==> config.mk <==
export PLATFORM = sky130hd
export DESIGN_NAME = fetch_res_queue
export DESIGN_NICKNAME = d
export VERILOG_FILES = /design/src/rtl/fetch_pkg.sv /design/src/rtl/fetch_mask_gen.sv /design/src/rtl/fetch_res_queue.sv
export SDC_FILE = /design/constraint.sdc
export NUM_CORES = 1
export LEC_CHECK = 0
export BUFFER_PORTS_ARGS = -buffer_cell sky130_fd_sc_hd__buf_2
export CORE_ASPECT_RATIO = 0.7
export CORE_UTILIZATION = 57
export CTS_CLUSTER_SIZE = 20
export DETAILED_ROUTE_END_ITERATION = 12
export GPL_TIMING_DRIVEN = 0
export PLACE_DENSITY = 0.79
export SYNTH_ARGS = -nofsm -noshare
export SYNTH_HDL_FRONTEND = slang
export SYNTH_SLANG_ARGS = --single-unit
==> constraint.sdc <==
create_clock -name clock -period 13.1 [get_ports clock]
set_input_delay 0 -clock clock [delete_from_list [all_inputs] [get_ports clock]]
set_output_delay 0 -clock clock [all_outputs]
set_load 0.03 [all_outputs]
==> src/rtl/fetch_pkg.sv <==
// rtl/fetch_pkg.sv - shared fetch-path defaults and packet/prediction types
package fetch_pkg;

    localparam int XLEN_DEF        = 64;
    localparam int INST_W_DEF      = 32;
    localparam int FETCH_WIDTH_DEF = 2;
    localparam int SEL_W_DEF       = $clog2(FETCH_WIDTH_DEF);
    localparam int BR_TYPE_W       = 4;

    typedef struct packed {
        logic                   valid;
        logic [XLEN_DEF-1:0]    target;
        logic [BR_TYPE_W-1:0]   branch_type;
        logic [SEL_W_DEF-1:0]   select;
        logic                   taken;
    } bp_pack_t;

    typedef struct packed {
        logic [XLEN_DEF-1:0]                   pc;
        logic [FETCH_WIDTH_DEF-1:0]            valids;
        logic [FETCH_WIDTH_DEF*INST_W_DEF-1:0] insts;
        bp_pack_t                              bp;
    } fetch_packet_t;

endpackage

==> src/rtl/fetch_mask_gen.sv <==
// rtl/fetch_mask_gen.sv - block-aligned PC and per-slot valid mask for a fetch block
module fetch_mask_gen
    import fetch_pkg::*;
#(
    parameter int XLEN        = XLEN_DEF,
    parameter int FETCH_WIDTH = FETCH_WIDTH_DEF,
    parameter int INST_W      = INST_W_DEF,
    localparam int SEL_W      = $clog2(FETCH_WIDTH)
) (
    input  logic [XLEN-1:0]        pc_i,
    input  logic                   bp_valid_i,
    input  logic                   bp_taken_i,
    input  logic [SEL_W-1:0]       bp_select_i,
    output logic [XLEN-1:0]        pc_aligned_o,
    output logic [FETCH_WIDTH-1:0] mask_o
);

    localparam int OFF = $clog2(FETCH_WIDTH * INST_W / 8);
    localparam logic [XLEN-1:0] OFF_MASK = (XLEN'(1) << OFF) - XLEN'(1);

    logic [SEL_W-1:0] start_slot;
    logic [SEL_W-1:0] slot;
    logic             cut_at_branch;

    assign pc_aligned_o  = pc_i & ~OFF_MASK;
    assign start_slot    = pc_i[2 +: SEL_W];
    assign cut_at_branch = bp_valid_i & bp_taken_i;

    // Slots before the entry point or after a taken branch carry no useful instruction.
    always_comb begin
        mask_o = '0;
        slot   = '0;
        for (int k = 0; k < FETCH_WIDTH; k++) begin
            slot      = SEL_W'(k);
            mask_o[k] = (slot >= start_slot) && !(cut_at_branch && (slot > bp_select_i));
        end
    end

endmodule

==> src/rtl/fetch_res_queue.sv <==
// rtl/fetch_res_queue.sv - formats fetch blocks into packets and buffers them for decode
module fetch_res_queue
    import fetch_pkg::*;
#(
    parameter int XLEN        = XLEN_DEF,
    parameter int FETCH_WIDTH = FETCH_WIDTH_DEF,
    parameter int INST_W      = INST_W_DEF,
    parameter int DEPTH       = 4,
    localparam int SEL_W      = $clog2(FETCH_WIDTH)
) (
    input  logic                          clock,
    input  logic                          reset,
    input  logic                          io_i_valid,
    output logic                          io_i_ready,
    input  logic [XLEN-1:0]               io_i_pc,
    input  logic [FETCH_WIDTH*INST_W-1:0] io_i_fetch_res,
    input  logic                          io_i_stall,
    input  logic                          io_i_flush,
    input  logic                          io_i_bp_valid,
    input  logic                          io_i_bp_taken,
    input  logic [XLEN-1:0]               io_i_bp_target,
    input  logic [3:0]                    io_i_bp_branch_type,
    input  logic [SEL_W-1:0]              io_i_bp_select,
    output logic                          io_o_valid,
    input  logic                          io_o_ready,
    output logic [XLEN-1:0]               io_o_pc,
    output logic [FETCH_WIDTH-1:0]        io_o_valids,
    output logic [FETCH_WIDTH*INST_W-1:0] io_o_insts,
    output logic                          io_o_bp_valid,
    output logic [XLEN-1:0]               io_o_bp_target,
    output logic [3:0]                    io_o_bp_branch_type,
    output logic [SEL_W-1:0]              io_o_bp_select,
    output logic                          io_o_bp_taken
);

    localparam int PTR_W = $clog2(DEPTH);
    localparam int CNT_W = PTR_W + 1;

    typedef struct packed {
        logic [XLEN-1:0]               pc;
        logic [FETCH_WIDTH-1:0]        valids;
        logic [FETCH_WIDTH*INST_W-1:0] insts;
        logic                          bp_valid;
        logic [XLEN-1:0]               bp_target;
        logic [3:0]                    bp_branch_type;
        logic [SEL_W-1:0]              bp_select;
        logic                          bp_taken;
    } entry_t;

    entry_t            mem_q [DEPTH];
    entry_t            wr_entry;
    entry_t            head_entry;
    logic [PTR_W-1:0]  head_q, head_d;
    logic [PTR_W-1:0]  tail_q, tail_d;
    logic [CNT_W-1:0]  count_q, count_d;
    logic [XLEN-1:0]   pc_aligned;
    logic [FETCH_WIDTH-1:0] mask;
    logic              enq;
    logic              deq;

    fetch_mask_gen #(
        .XLEN        (XLEN),
        .FETCH_WIDTH (FETCH_WIDTH),
        .INST_W      (INST_W)
    ) u_mask_gen (
        .pc_i         (io_i_pc),
        .bp_valid_i   (io_i_bp_valid),
        .bp_taken_i   (io_i_bp_taken),
        .bp_select_i  (io_i_bp_select),
        .pc_aligned_o (pc_aligned),
        .mask_o       (mask)
    );

    // A full queue refuses input even if the head leaves this cycle; flush blocks both sides.
    assign io_i_ready = (count_q < CNT_W'(DEPTH)) & ~io_i_flush;
    assign io_o_valid = (count_q != '0) & ~io_i_flush;
    // Fully masked blocks are accepted but never occupy an entry.
    assign enq        = io_i_valid & io_i_ready & ~io_i_stall & (|mask);
    assign deq        = io_o_valid & io_o_ready;

    assign wr_entry = '{
        pc:             pc_aligned,
        valids:         mask,
        insts:          io_i_fetch_res,
        bp_valid:       io_i_bp_valid,
        bp_target:      io_i_bp_target,
        bp_branch_type: io_i_bp_branch_type,
        bp_select:      io_i_bp_select,
        bp_taken:       io_i_bp_taken
    };

    assign head_entry          = mem_q[head_q];
    assign io_o_pc             = head_entry.pc;
    assign io_o_valids         = head_entry.valids & {FETCH_WIDTH{io_o_valid}};
    assign io_o_insts          = head_entry.insts;
    assign io_o_bp_valid       = head_entry.bp_valid;
    assign io_o_bp_target      = head_entry.bp_target;
    assign io_o_bp_branch_type = head_entry.bp_branch_type;
    assign io_o_bp_select      = head_entry.bp_select;
    assign io_o_bp_taken       = head_entry.bp_taken;

    // Pointer and occupancy update; flush overrides any enqueue or dequeue.
    always_comb begin
        head_d  = head_q;
        tail_d  = tail_q;
        count_d = count_q;
        if (io_i_flush) begin
            head_d  = '0;
            tail_d  = '0;
            count_d = '0;
        end else begin
            if (enq) tail_d = tail_q + PTR_W'(1);
            if (deq) head_d = head_q + PTR_W'(1);
            if (enq && !deq)      count_d = count_q + CNT_W'(1);
            else if (!enq && deq) count_d = count_q - CNT_W'(1);
        end
    end

    // Control state resets asynchronously so the queue reads empty immediately.
    always_ff @(posedge clock or negedge reset) begin
        if (!reset) begin
            head_q  <= '0;
            tail_q  <= '0;
            count_q <= '0;
        end else begin
            head_q  <= head_d;
            tail_q  <= tail_d;
            count_q <= count_d;
        end
    end

    // Entry storage holds data only; validity comes from count, so it needs no reset.
    always_ff @(posedge clock) begin
        if (enq) mem_q[tail_q] <= wr_entry;
    end

endmodule

==> impl_metrics.tcl, run 1 <==
set metrics [dict create \
    outcome "complete, no violations" \
    die_x_um 272 \
    grt_pass1_vias 15700 \
    vias 14700 \
    postCtsHoldBufs 202 \
    cts_made_buffers 71 \
    htree_levels 3 \
    slew_viol_final 0 \
    worstSetupPathType "flip-flop to flip-flop" \
    post-dp-hpwl_mm 38.9 \
    initial_core_util 0.584 \
    p_int_uw 4480 \
    layout-drive-gt1-share 0.416 \
    async_flop_share 0.00876 \
    fin_nets 2023 \
    final_antenna_net_count 0 \
    antenna_found_initial 3 \
    clkLatencyLatePin_ns 0.61 \
    setup_viol 0 \
    post_cts_resized 0 \
    cap_violations 0 \
    synth-edff-count 792 \
    finalWirelength_mm 67.5 \
    max-vdd-ir-drop_mv 0.139 \
    p_per_area_mw_per_mm2 163 \
    clock_sinks 799 \
    cp.arrival_ns 3.50 \
    synth_cell_type_count 30 \
    holdWs_ns 0.132 \
    synth_warnings 0 \
    cts_tree "done" \
    synth_area_leaders "edfxtp_1 (82%), mux4_2 (15%), dfrtp_1 (0.60%)" \
    io_pins 408 \
    overflow 0 \
    power_frac_seq 0.473 \
    netlist.top_cell.by_area "edfxtp_1" \
    startpoint_type "flip-flop" \
    grt_max_degree 31 \
    skew_ns 0.0225 \
    root_buffer "clkbuf_16" \
    gp_congestion 0.724 \
    final_util 0.745 \
    postCtsSetupBuffers 0 \
    yosysMostFrequentCell "edfxtp_1" \
    ys_seq_elements 799 \
    leakage_uw 0.0125 \
    clkPwrFrac 0.352 \
    core_mm2 0.0498 \
    rows 68 \
    port_buffers 401 \
    area_growth_pct 27.7 \
    hp-class "input pin to flip-flop" \
    synthFlopType "edfxtp_1" \
    drcViolationCount 0 \
    power.share.combinational 0.175 \
    die_h_um 191 \
    first_pass_iters 5 \
    vias_per_cell 5.81 \
    switchingPower_uw 1570 \
    synth_top_area_frac 0.819 \
    die-area_mm2 0.0519 \
    final_area_mm2 0.0371 \
    fin_crit_sh 0.243 \
    fmax_mhz 314 \
    period_needed_ns 3.18 \
    final-hold-violation-count 0 \
    cp_max_fo 25 \
    drt-wirelength-per-cell_um 26.6 \
    ys_seq_area_frac 0.825 \
    grt_pass1_wl_mm 98.8 \
    tightest_slew_ns 0.799 \
    reg2reg_slack_ns 9.92 \
    fin_setup_tns_ns 0 \
    synth_common_cells "edfxtp_1 (792), mux4_2 (198), buf_2 (23), buf_4 (18)" \
    crit_path_end_kind "flip-flop" \
    drtIter0Drc 1402 \
    grt_setup_unrepaired "no" \
    synthCells 1101 \
    p_sw_frac 0.260 \
    path_clk_slew_ns 0.07 \
    n_fill_cell 2609 \
    synth_area_mm2 0.0290 \
    relSlewSlack 0.466 \
    track_usage 0.264 \
    place_area_mm2 0.0327 \
    clockBufferDepth 3 \
    syn_area_per_cell_um2 26.4 \
    worstPathRequired_ns 13.42 \
]
## per-layer routing
layer	vias up	global-route usage	share of wire
met5	-	0	0.00018
met4	2	0.0884	0.029
met3	133	0.0606	0.077
met2	744	0.456	0.53
met1	7680	0.334	0.37
li1	6189	-	-
## cell usage in the layout (no fill, tap or decap), drive strengths merged, types with 3 or more instances in the layout
cell type    netlist  layout
edfxtp           792     792
clkbuf             1      84
mux4             198     198
conb               1       3
ha                 4       4
clkinv             0      33
buf               48     483
inv               11      14
nor2              12      12
bufinv             0       9
dlygate4sd3        0     202
a21oi              4       4
clkinvlp           0       3
o21ai              3       3
dfrtp              7       7
## critical path: stages (launching register included)
cell and delay, ns:
dfrtp_1 0.46, nor2_2 0.27, o2111ai_1 0.32, buf_4 0.31, nor2_4 0.62, buf_16 0.26
buf_16 0.19, buf_12 0.22, buf_16 0.19
## final timing paths
path	startpoint	end	cells past startpoint
hold reg to reg	tail_q[1]$_DFFE_PN0P_	tail_q[1]$_DFFE_PN0P_	2
setup reg to reg	count_q[2]$_DFFE_PN0P_	mem_q[3][99]$_DFFE_PP_	8
min in group asynchronous	reset	count_q[2]$_DFFE_PN0P_	3
setup / recovery	count_q[2]$_DFFE_PN0P_	mem_q[3][99]$_DFFE_PP_	8
hold / removal	io_i_pc[50]	mem_q[3][184]$_DFFE_PP_	2
max in group asynchronous	reset	head_q[0]$_DFFE_PN0P_	3
## power groups by stage
stage | Combinational, uW | Sequential, uW | Clock [uW]
2_1_floorplan | 701 | 2920 | 0
3_3_place_gp | 976 | 2930 | 0
3_5_place_dp | 1000 | 2910 | 0
4_1_cts | 1060 | 2860 | 2140
5_1_grt | 1110 | 2860 | 2250
6_report | 1060 | 2860 | 2130
## sequential cells by signal (all words and copies together) (netlist names)
signal,flops
mem_q,792
count_q,3
head_q,2
tail_q,2
## layout make-up
cell class | instances | area (um2) | share of cell area
sequential | 799 | 24000 | 0.646
multi-input combinational | 244 | 4790 | 0.129
timing repair buffer | 637 | 4790 | 0.129
clock buffer | 83 | 1860 | 0.0503
tap | 665 | 832 | 0.0224
clock inverter | 48 | 505 | 0.0136
buffer | 49 | 288 | 0.00776
inverter | 11 | 41.3 | 0.00111
antenna | 2 | 5.00 | 0.000135
## metrics by stage
step                worst slack, ns  std cells  total power, uW
floorplan                      2.97       1103             3620
global placement              -3.47       2169             3910
detailed placement            10.02       2203             3920
CTS                            9.95       2536             6060
global route                   9.83       2537             6220
finish                         9.92       2538             6050
## logic make-up (layout without fill, tap and decap cells)
| kind of cell | after synthesis | in the layout | synth area share |
|---|---|---|---|
| flip-flops | 799 | 799 | 0.825 |
| other | 1 | 5 | 0.000129 |
| multiplexers | 199 | 199 | 0.154 |
| AND/OR/NAND/NOR | 21 | 21 | 0.00349 |
| AO/OA/AOI/OAI | 12 | 12 | 0.00267 |
| buffers and inverters | 60 | 828 | 0.0113 |
| adder cells (fa/ha/maj) | 5 | 5 | 0.00241 |
| XOR/XNOR | 4 | 4 | 0.00121 |
No activity file was read; power rests on OpenSTA's default activity.
==> run 2, diff against run 1 <==
clock period = 3 ns   (was 13.1 ns; I/O delays follow)
==> run 2 against run 1 <==
  * Sequential cell count is the same
  * Clock skew decreased by 0.0041 ns
  * Setup slack got worse by 9.7 ns
  * First-iteration DRC count down 11%
  * Register-to-register slack got worse by 9.7 ns
  * Critical path depth is the same
  * Sequential share of layout area rose by 0.14 points
  * Utilization shrank 0.16 points
  * Maximum frequency increased by 14%
  * Cell area shrank 0.21%
  * Cell count about the same
  * Total power rose to 4.3 times the previous value
  * Largest power group unchanged
==> impl_metrics.tcl, run 2 (synthesis results as in run 1) <==
set metrics [dict create \
    outcome "complete, no violations" \
    clkLatencyLatePin_ns 0.62 \
    final_antenna_net_count 0 \
    grt_setup_unrepaired "no" \
    crit_path_end_kind "flip-flop" \
    clockBufferDepth 3 \
    track_usage 0.262 \
    reg2reg_slack_ns 0.21 \
    cp.depth 8 \
    crit_buf_inv 5 \
    fmax_mhz 358 \
    final_area_mm2 0.0370 \
    period_needed_ns 2.79 \
    vias_per_cell 5.78 \
    hold_depth 2 \
    cts_tree "done" \
    cp.arrival_ns 3.10 \
    layout.cells.most_common "edfxtp_1" \
    root_buffer "clkbuf_16" \
    cp-startpoint "count_q[2]$_DFFE_PN0P_" \
    layout-drive-gt1-share 0.419 \
    cp_cell_sequence "nor2_4, o2111ai_2, buf_6, nor2_4, buf_12, buf_16, buf_12, buf_12" \
    largest_register_ffs 792 \
    clock_sinks 799 \
    largest_registers "mem_q: 792 flops, count_q: 3 flops" \
    cts_made_buffers 71 \
    hp-class "input pin to flip-flop" \
    io_pins 408 \
    port_buffers 401 \
    rows 68 \
    cpMaxStageDelayCell "nor2_4" \
    antenna_found_initial 5 \
    path_clk_slew_ns 0.07 \
    worstPathRequired_ns 3.31 \
    overflow 0 \
    multi_input_area_mm2 0.00481 \
    largest_register "mem_q" \
    die_x_um 272 \
    first_pass_iters 5 \
    rr_startpoint "count_q[2]$_DFFE_PN0P_" \
    p_per_area_mw_per_mm2 709 \
    critical_path.top_delay_family "buffers and inverters" \
    cp_max_fo 25 \
    final-hold-violation-count 0 \
    fin_nets 2025 \
    grt_pass1_vias 15800 \
    cap_violations 0 \
    drt-wirelength-per-cell_um 26.4 \
    die_h_um 191 \
    reg2reg_depth 8 \
    place_inst 2201 \
    max-vdd-ir-drop_mv 0.691 \
    area_growth_pct 27.4 \
    drtIter0Drc 1250 \
    holdWs_ns 0.131 \
    setup_viol 0 \
    die-area_mm2 0.0519 \
    regToRegEndpoint "mem_q[1][103]$_DFFE_PP_" \
    core_mm2 0.0498 \
    initial_core_util 0.584 \
    seq_area_mm2 0.0240 \
    skew_ns 0.0184 \
    vias 14700 \
    path_common_cell "buf_12" \
    fin_crit_sh 0.931 \
    n_fill_cell 2607 \
    postCtsSetupBuffers 0 \
    slew_viol_final 0 \
    layout_common_cells "edfxtp_1 (792), buf_2 (424), dlygate4sd3_1 (205)" \
    finalWirelength_mm 67.0 \
    worstSetupPathType "flip-flop to flip-flop" \
    leakage_uw 0.0125 \
    endpoint "mem_q[1][103]$_DFFE_PP_" \
    place_area_mm2 0.0326 \
    grt_max_degree 31 \
    htree_levels 3 \
    drcViolationCount 0 \
    tightest_slew_ns 0.810 \
    gp_congestion 0.756 \
    grt_pass1_wl_mm 98.4 \
    stdcell_count 2540 \
    startpoint_type "flip-flop" \
    max_stage_delay_ns 0.55 \
    relSlewSlack 0.459 \
    post-dp-hpwl_mm 39.6 \
]
run 2: cell types whose count changed in the layout (fill, tap and decap cells not counted), sizes merged:
cell,previous run,this run
clkbuf,84,86
inv,14,15
nor2,12,13
clkinv,33,34
clkinvlp,3,2
dlygate4sd3,202,205
bufinv,9,6
buf,483,481
run 2: how the worst min path moves through the flow:
stage,start,endpoint
4_1_cts,io_i_pc[55],mem_q[0][189]$_DFFE_PP_
2_1_floorplan,reset,count_q[0]$_DFFE_PN0P_
3_3_place_gp,reset,tail_q[0]$_DFFE_PN0P_
6_report,io_i_fetch_res[27],mem_q[3][98]$_DFFE_PP_
3_5_place_dp,reset,tail_q[1]$_DFFE_PN0P_
5_1_grt,io_i_pc[55],mem_q[1][189]$_DFFE_PP_
run 2: metrics by stage:
stage | utilization | total power (uW) | worst slack [ns] | setup TNS, ns
2_1_floorplan | - | 15800 | -1.35 | -1060.56
3_3_place_gp | 0.642 | 17000 | -3.39 | -2648.14
3_5_place_dp | 0.656 | 17100 | 0.0518 | 0
4_1_cts | 0.743 | 26300 | 0.0318 | 0
5_1_grt | 0.743 | 27000 | 0.0954 | 0
6_report | 0.743 | 26200 | 0.207 | 0
run 2: final cells by class:
class	count	share of cell area
Clock inverter	46	0.0116
Inverter	11	0.00112
Tap cell	665	0.0225
Sequential cell	799	0.647
Antenna cell	2	0.000135
Multi-Input combinational cell	245	0.130
Clock buffer	85	0.0506
Timing Repair Buffer	638	0.129
Buffer	49	0.00788
run 2: where the power goes:
group          leakage, uW  internal [uW]  switching [uW]
Clock              0.00113           5040            4060
Combinational      0.00414           1850            2780
Sequential         0.00724          12400            58.9
run 2: repair_timing:
| item | 4_1_cts | 5_1_grt |
|---|---|---|
| gates resized for setup | 0 | 0 |
| hold endpoints to repair | 806 | 0 |
| setup endpoints to repair | 0 | 44 |
| hold buffers | 205 | 0 |
run 2: worst reg2reg max path: stages (launching register included):
cell,delay (ns)
dfrtp_1,0.46
nor2_4,0.15
o2111ai_2,0.16
buf_6,0.22
nor2_4,0.55
buf_12,0.29
buf_16,0.22
buf_12,0.20
buf_12,0.22
run 2: layer usage:
metal / track usage / up-vias / part of all wire
met5: 0 / - / 0.00034
met4: 0.0864 / 4 / 0.028
met3: 0.0708 / 123 / 0.078
met2: 0.454 / 694 / 0.53
met1: 0.322 / 7654 / 0.36
li1: - / 6211 / -
==> run 3, diff against run 2 <==
CORE_UTILIZATION = 55   (was 57)
PLACE_DENSITY = 0.77   (was 0.79)
==> run 3 against run 2 <==
  * Critical endpoint is now mem_q[3][108]$_DFFE_PP_
  * Combinational power decreased by 1%
  * Clock power decreased by 1%
  * Setup slack improved by 0.020 ns
  * Total power decreased by 0.62%
  * Largest cell class unchanged
  * Non-clock buffer count increased by 1
  * Sequential power about the same
  * Clock skew about the same
  * Critical path type unchanged
  * Critical path depth decreased by 1
  * Highest routed layer unchanged
==> impl_metrics.tcl, run 3 (synthesis results as in run 1) <==
set metrics [dict create \
    power_uw 26100 \
    critical_path.top_delay_family "buffers and inverters" \
    fin_crit_sh 0.924 \
    core_mm2 0.0522 \
    layout.cells.most_common "edfxtp_1" \
    clockBufferDepth 3 \
    fin_nets 2027 \
    die-area_mm2 0.0537 \
    initial_core_util 0.556 \
    setup_viol 0 \
    vias_per_cell 5.56 \
    path_common_cell "buf_12" \
    skew_ns 0.0181 \
    first_pass_iters 5 \
    grt_pass1_wl_mm 92.8 \
    die_h_um 194 \
    n_fill_cell 3021 \
    max-vdd-ir-drop_mv 0.458 \
    finalWorstSetupSlack_ns 0.227 \
    cp_cell_sequence "nor2_4, o2111ai_2, buf_6, nor2_4, buf_12, buf_12, buf_12" \
    leakage_uw 0.0125 \
    drt-wirelength-per-cell_um 24.0 \
    seq_area_mm2 0.0240 \
    root_buffer "clkbuf_16" \
    relSlewSlack 0.412 \
    hp-class "input pin to flip-flop" \
    antenna_found_initial 3 \
    area_growth_pct 27.4 \
    cts_tree "done" \
    tightest_slew_ns 0.880 \
    htree_levels 3 \
    worstPathRequired_ns 3.29 \
    final-hold-violation-count 0 \
    finalWirelength_mm 61.5 \
    post-dp-hpwl_mm 37.3 \
    drtIter0Drc 1117 \
    crit_buf_inv 4 \
    slew_viol_final 0 \
    rows 70 \
    post_cts_resized 0 \
    io_pins 408 \
    outcome "complete, no violations" \
    clock_sinks 799 \
    layout_common_cells "edfxtp_1 (792), buf_2 (424), dlygate4sd3_1 (205)" \
    period_needed_ns 2.77 \
    port_buffers 401 \
    worstSetupPathType "flip-flop to flip-flop" \
    multi_input_area_mm2 0.00481 \
    cpMaxStageDelayCell "nor2_4" \
    cap_violations 0 \
    largest_register_ffs 792 \
    fmax_mhz 361 \
    drcViolationCount 0 \
    cp_max_fo 29 \
    largest_register "mem_q" \
    grt_setup_unrepaired "no" \
    max_stage_delay_ns 0.67 \
    clkLatencyLatePin_ns 0.61 \
    cp.arrival_ns 3.07 \
    final_antenna_net_count 0 \
    pre_cts_ws_ns 0.0533 \
    largest_registers "mem_q: 792 flops, count_q: 3 flops" \
    track_usage 0.234 \
    grt_max_degree 30 \
    grt_pass1_vias 15500 \
    vias 14200 \
    die_x_um 277 \
    overflow 0 \
    crit_path_end_kind "flip-flop" \
    final_util 0.709 \
    path_clk_slew_ns 0.06 \
    p_per_area_mw_per_mm2 704 \
    gp_congestion 0.746 \
    cts_made_buffers 73 \
    layout-drive-gt1-share 0.417 \
    startpoint_type "flip-flop" \
    holdWs_ns 0.141 \
]
[run 3: changes by cell type in the layout (fill, tap and decap cells not counted), sizes merged]
cell and change:
bufinv -1, diode -1, clkbuf +3, buf +1, nor2 -1, inv +1, clkinv -1
[run 3: per-layer routing]
metal,vias up,GRT usage,wire [um]
met2,514,0.392,31700
met1,7413,0.310,24600
met5,-,0,12
met3,101,0.0522,3650
met4,2,0.0708,1500
li1,6201,-,-
[run 3: area by class of cell]
| class | instances | area share |
|---|---|---|
| sequential | 799 | 0.648 |
| multi-input combinational | 244 | 0.130 |
| timing repair buffer | 639 | 0.128 |
| clock buffer | 88 | 0.0515 |
| tap | 684 | 0.0231 |
| clock inverter | 45 | 0.0106 |
| buffer | 49 | 0.00788 |
| inverter | 11 | 0.00112 |
| antenna | 1 | 0.0000676 |
[run 3: power by group]
group	switching (uW)	total [uW]	internal, uW
clock network	4000	9000	5000
registers	49.2	12500	12400
logic	2720	4570	1850
total	6770	26100	19300
[run 3: through the flow]
step                      std cells  TNS [ns]  area, um2
final                          2560         0      37000
after global routing           2560         0      37000
after CTS                      2558         0      37000
after detailed placement       2220         0      32600
after global placement         2188  -2734.19      32000
after floorplan                1103  -1060.56      29100
[run 3: worst paths after layout]
check	endpoint	cells after the start	start	slack, ns
min	mem_q[3][194]$_DFFE_PP_	2	io_i_pc[60]	0.14
max reg2reg	mem_q[3][108]$_DFFE_PP_	7	count_q[2]$_DFFE_PN0P_	0.23
min in group asynchronous	tail_q[0]$_DFFE_PN0P_	3	reset	0.39
max	mem_q[3][108]$_DFFE_PP_	7	count_q[2]$_DFFE_PN0P_	0.23
min reg2reg	tail_q[1]$_DFFE_PN0P_	2	tail_q[1]$_DFFE_PN0P_	0.60
max in group asynchronous	head_q[0]$_DFFE_PN0P_	3	reset	2.35
[run 3: what timing repair did]
item                                    CTS  global route
endpoints found under the setup margin    0            26
buffers inserted                          0             1
hold buffers                            205             0
endpoints found under the hold margin   806             0
